`src/rtl/clkdiv_pkg.sv`:
```
// clkdiv_pkg: FSM state type and default divide value shared by clkdiv_prog and its bench.
package clkdiv_pkg;
    typedef enum logic [1:0] {IDLE, RUN, STOP} state_t;
    localparam int DIV_DEFAULT = 0;
endpackage

```
`src/rtl/clkdiv_cnt.sv`:
```
// clkdiv_cnt: phase counter; wraps to 0 on terminal count (cnt==lim); ports: clk, rst, en (count), clr (force 0), lim, tc.
module clkdiv_cnt #(
    parameter int W = 8
) (
    input  logic         clk,
    input  logic         rst,
    input  logic         en,
    input  logic         clr,
    input  logic [W-1:0] lim,
    output logic         tc
);
    logic [W-1:0] cnt_q, cnt_d;
    assign tc = cnt_q == lim;
    always_comb cnt_d = clr ? '0 : !en ? cnt_q : tc ? '0 : cnt_q + 1'b1;
    always_ff @(posedge clk or posedge rst)
        if (rst) cnt_q <= '0;
        else     cnt_q <= cnt_d;
endmodule

```
`src/rtl/clkdiv_prog.sv`:
```
// clkdiv_prog: glitch-free even clock divider, clko period 2*(div_cur+1); ports: clk, rst, en, div_in/div_valid/div_ready handshake, clko, running, div_cur.
module clkdiv_prog import clkdiv_pkg::*; #(
    parameter int W       = 8,
    parameter int DEF_DIV = DIV_DEFAULT
) (
    input  logic         clk,
    input  logic         rst,
    input  logic         en,
    input  logic [W-1:0] div_in,
    input  logic         div_valid,
    output logic         div_ready,
    output logic         clko,
    output logic         running,
    output logic [W-1:0] div_cur
);
    state_t       state_q, state_d;
    logic         clko_q, clko_d, running_q, running_d, ready_q, ready_d, pend_v_q, pend_v_d;
    logic [W-1:0] div_cur_q, div_cur_d, pend_q, pend_d;
    logic         active, tc, tc_act, hs, apply;
    clkdiv_cnt #(.W(W)) u_cnt (
        .clk(clk), .rst(rst), .en(active), .clr(state_d == IDLE), .lim(div_cur_q), .tc(tc)
    );
    always_comb begin
        active    = state_q != IDLE;
        tc_act    = active && tc;
        hs        = div_valid && ready_q;
        // leaving RUN/STOP is only allowed while low or exactly at the end of the high phase
        state_d   = (!active || en) ? (en ? RUN : IDLE) : (!clko_q || tc) ? IDLE : STOP;
        clko_d    = (state_d == IDLE) ? 1'b0 : clko_q ^ tc_act;
        // pending flag is registered, so a word captured on a boundary waits for the next one
        apply     = pend_v_q && (!active || (tc_act && clko_q));
        div_cur_d = apply ? pend_q : div_cur_q;
        pend_d    = hs ? div_in : pend_q;
        pend_v_d  = hs || (pend_v_q && !apply);
        ready_d   = !pend_v_q && !hs;
        running_d = state_d != IDLE;
    end
    always_ff @(posedge clk or posedge rst)
        if (rst) begin
            state_q   <= IDLE;
            clko_q    <= 1'b0;
            running_q <= 1'b0;
            ready_q   <= 1'b1;
            pend_v_q  <= 1'b0;
            pend_q    <= '0;
            div_cur_q <= W'(DEF_DIV);
        end else begin
            state_q   <= state_d;
            clko_q    <= clko_d;
            running_q <= running_d;
            ready_q   <= ready_d;
            pend_v_q  <= pend_v_d;
            pend_q    <= pend_d;
            div_cur_q <= div_cur_d;
        end
    assign clko      = clko_q;
    assign running   = running_q;
    assign div_ready = ready_q;
    assign div_cur   = div_cur_q;
endmodule

```
`config.mk`:
```
export PLATFORM = sky130hd
export DESIGN_NAME = clkdiv_prog
export DESIGN_NICKNAME = d
export VERILOG_FILES = /design/src/rtl/clkdiv_pkg.sv /design/src/rtl/clkdiv_cnt.sv /design/src/rtl/clkdiv_prog.sv
export SDC_FILE = /design/constraint.sdc
export NUM_CORES = 1
export LEC_CHECK = 0
export ABC_AREA = 1
export CELL_PAD_IN_SITES_DETAIL_PLACEMENT = 1
export CELL_PAD_IN_SITES_GLOBAL_PLACEMENT = 2
export CORE_MARGIN = 2
export CORE_UTILIZATION = 31
export CTS_CLUSTER_SIZE = 28
export DETAILED_ROUTE_END_ITERATION = 8
export PLACE_DENSITY = 0.83
export SETUP_SLACK_MARGIN = 0.2
export SLEW_MARGIN = 20
export SYNTH_ARGS = -nofsm -noshare
export SYNTH_HDL_FRONTEND = slang
export SYNTH_SLANG_ARGS = --single-unit
```
`constraint.sdc`:
```
create_clock -name clk -period 2.17 [get_ports clk]
set_input_delay 0.217 -clock clk [delete_from_list [all_inputs] [get_ports clk]]
set_output_delay 0.217 -clock clk [all_outputs]
set_load 0.02 [all_outputs]
```
==> impl_metrics.yaml <==
critical_path:
  critical_path_class: "flop to flop"
  cp_data_required_time_ps: 2330
  worstSetupEndpoint: "div_cur[6]$_DFFE_PP0P_"
  reg2reg_to: "div_cur[6]$_DFFE_PP0P_"
  cpMostUsedCell: "nor2_2"
  critical_path.cell_chain: "xnor2_2 > nand2_1 > nor2_2 > nand2_4 > nor2_2 > ha_1 > or2_1 > nand2_2 > mux2_2"
  cp.arrival_ps: 2010
  slowest_stage: "dfrtp_2"
  flop_to_flop_setup_slack_ps: 330
  critPathLaunch: "u_cnt.cnt_q[3]$_DFFE_PP0P_"
  r2r_cells: 9
  critPathCaptureType: "flop"
  reg2reg_from: "u_cnt.cnt_q[3]$_DFFE_PP0P_"
  path_max_fanout: 5
  critPathMaxStageDelay_ps: 450
  crit_path_start_kind: "flop"
power_and_ir_drop:
  ir_worst_vdd_mv: 0.5829
  power.density_nw_per_um2: 1004
  total_leakage_power_nw: 0.9976
finish:
  final_nets: 231
  diodes: 0
  multiInputGateArea_um2: 656.9
  area_of_all_placed_cells_without_fillers_um2: 1966
  fillCellCount: 571
  regArea_um2: 758.2
  signed_area_change_from_the_synthesized_netlist_to_the_final_layout_pct: 31.57
  drive_above_1_share_pct: 23.04
place:
  placed_area_um2: 1797
  gp_congestion: 0.7067
  post-dp-hpwl_um: 2436
  io_buffers: 22
global_routing:
  grt_pass1_wl_um: 5754
  grt_start_max_net_pins: 31
  antenna_violations_before_repair: 0
  track_usage_pct: 14.42
  via_count_of_the_first_global_routing_pass: 1244
  grt_overflow: 0
timing:
  timing.final.setup_violations: 0
  report.final.slew_viol_count: 0
  hold_viol: 0
  worst-slew-pin-transition_ps: 386.2
  setup_total_negative_slack_ps: 0
  max_clock_freq_mhz: 542.5
  fin_crit_sh_pct: 84.94
  setup_repair_after_global_routing_missed_its_margin: "no"
  relSlewSlack_pct: 74.25
  period_minus_slack_ps: 1843
  worst_clock_skew_on_the_final_layout_ps: 8.537
yosys:
  synth_warnings: 0
  ys_async_sr_fraction_pct: 100.0
  synth_seq_cells: 30
  postSynthNetCount: 191
  synth_enable_flop_cells: 0
  synth_flop_cell: "dfrtp_1"
  post_synth_inst_count: 177
  yosys.cell_types.count: 26
  synth_area_per_cell_um2: 8.440
  post_synthesis_cell_area_um2: 1494
  seq_area_frac_synth_pct: 50.34
drt:
  post_drt_via_cell_ratio: 4.579
  via_count: 1241
  wirelength_um: 3399
  avgRoutedWirePerCell_um: 12.54
  first_iter_violations: 37
  post-route-drc-count: 0
  drt_first_pass_iters: 4
  antenna_left: 0
floorplan:
  fp.dieH_um: 73.42
  rows: 25
  die-width_um: 73.42
  initial_core_util_pct: 31.84
  placeableCoreArea_um2: 4692
  number_of_primary_i_o_pins: 23
  die_area_um2: 5391
clock_network:
  clockRootBuffer: "clkbuf_8"
  h-tree-depth: 2
  clkTransAtPathRegs_ps: 70
  cts_buffers: 5
  clock_latency_on_the_worst_skew_pair_ps: 280
  cts_sinks: 30
  ctsLongestPathBuffers: 2
  tritoncts: "done"
job:
  maxCapViolations: 0
hold_path:
  hp-class: "input port to async pin"
status:
  status: "finished clean"
## final cells by class
| class | instances | share of cell area (%) |
|---|---|---|
| clock buffers | 5 | 3.501 |
| clock inverters | 2 | 0.5092 |
| inverters | 20 | 3.819 |
| multi-input cells | 124 | 33.42 |
| flip-flops and latches | 30 | 38.57 |
| well taps | 54 | 3.437 |
| repair buffers | 36 | 16.74 |
## cells by family after synthesis
| group | count (synthesis) | synth area share (%) |
|---|---|---|
| buf+inv | 23 | 6.532 |
| compound gates | 7 | 2.513 |
| simple gates | 104 | 31.99 |
| flops | 30 | 50.34 |
| fa+ha+maj | 2 | 1.675 |
| xor+xnor | 8 | 4.690 |
| mux | 3 | 2.261 |
## routing by layer
metal | share of wire, % | track usage, % | wire length [um]
met5 | 0 | 0 | 0
met4 | 2.2 | 5.253 | 75
met3 | 4.4 | 4.527 | 150
met2 | 49 | 23.62 | 1650
met1 | 45 | 17.86 | 1523
## worst min-delay path by stage
stage                                       to  slack [ps]  cells past startpoint
CTS                 u_cnt.cnt_q[6]$_DFFE_PP0P_         320                      3
global route             pend_q[2]$_DFFE_PP0P_         380                      3
finish              u_cnt.cnt_q[2]$_DFFE_PP0P_         310                      3
floorplan                       clko$_DFF_PP0_         310                      1
detailed placement         div_ready$_DFF_PP1_         400                      1
global placement           div_ready$_DFF_PP1_         400                      1
## synth_stat cells (2+ instances only)
| library cell | count | area share (%) |
|---|---|---|
| xor2_1 | 3 | 1.8 |
| inv_2 | 4 | 1.0 |
| dfrtp_1 | 29 | 49 |
| nand2_4 | 3 | 2.3 |
| nor2_2 | 2 | 0.84 |
| mux2_2 | 3 | 2.3 |
| nor2_4 | 2 | 1.5 |
| nand3_1 | 2 | 0.67 |
| ha_1 | 2 | 1.7 |
| nor2_1 | 16 | 4.0 |
| a21oi_1 | 6 | 2.0 |
| inv_1 | 15 | 3.8 |
| nand2_1 | 72 | 18 |
| xnor2_1 | 5 | 2.9 |
| nand3_2 | 2 | 1.3 |
## stage by stage
step / total power, mW / instances / worst slack (ps) / hold slack [ps] / utilization, %
2_1_floorplan: 1.250 / 177 / 318.7 / 307.1 / -
3_3_place_gp: 1.538 / 255 / 226.0 / 397.0 / 38.29
3_5_place_dp: 1.556 / 255 / 191.0 / 396.2 / 38.29
4_1_cts: 2.001 / 262 / 205.6 / 322.1 / 40.08
5_1_grt: 2.111 / 271 / 209.1 / 380.2 / 41.89
6_report: 1.974 / 271 / 326.8 / 313.7 / 41.89
## power breakdown
part	switching, mW	leakage [nW]	internal [mW]	total (mW)
logic	0.380	0.585	0.325	0.706
registers	0.126	0.369	0.723	0.849
clock network	0.205	0.0438	0.215	0.419
## state kept, by name, indices dropped and copies added (netlist names)
signal,cells
state_q,2
div_cur,8
div_ready,1
pend_q,8
running,1
clko,1
u_cnt.cnt_q,8
pend_v_q,1
## timing repair
action                                  4_1_cts  5_1_grt
hold buffers                                  0        0
endpoints found under the setup margin        8        8
setup buffers                                 0        9
pin swaps                                     0        3
gates resized for setup                       4        6
## worst max-delay path: cells and delay by family (launching register included)
family / cells / cell delay, ps
simple gates: 6 / 600
flops: 1 / 450
mux: 1 / 350
fa+ha+maj: 1 / 170
xor+xnor: 1 / 150
## layout by cell type (no fill, tap or decap)
master / synthesis / final
nand2_1: 72 / 71
dfrtp_1: 29 / 24
clkdlybuf4s50_1: 0 / 22
nor2_1: 16 / 15
inv_1: 15 / 14
buf_4: 1 / 13
a21oi_1: 6 / 6
inv_2: 4 / 5
clkbuf_8: 0 / 5
dfrtp_2: 0 / 5
xnor2_1: 5 / 4
nor2_2: 2 / 3
nand2_4: 3 / 3
mux2_2: 3 / 3
xor2_1: 3 / 3
nand3_2: 2 / 2
nand2_2: 1 / 2
nor2_4: 2 / 2
nand3_1: 2 / 2
ha_1: 2 / 2
clkinv_2: 0 / 2
nor3_2: 1 / 1
xnor2_2: 0 / 1
nand2_8: 1 / 1
or2_1: 1 / 1
clkinv_1: 1 / 1
a21boi_1: 1 / 1
nand4_1: 1 / 1
dfstp_2: 1 / 1
buf_6: 1 / 1
Note: power is estimated with default switching activity, not from simulation.
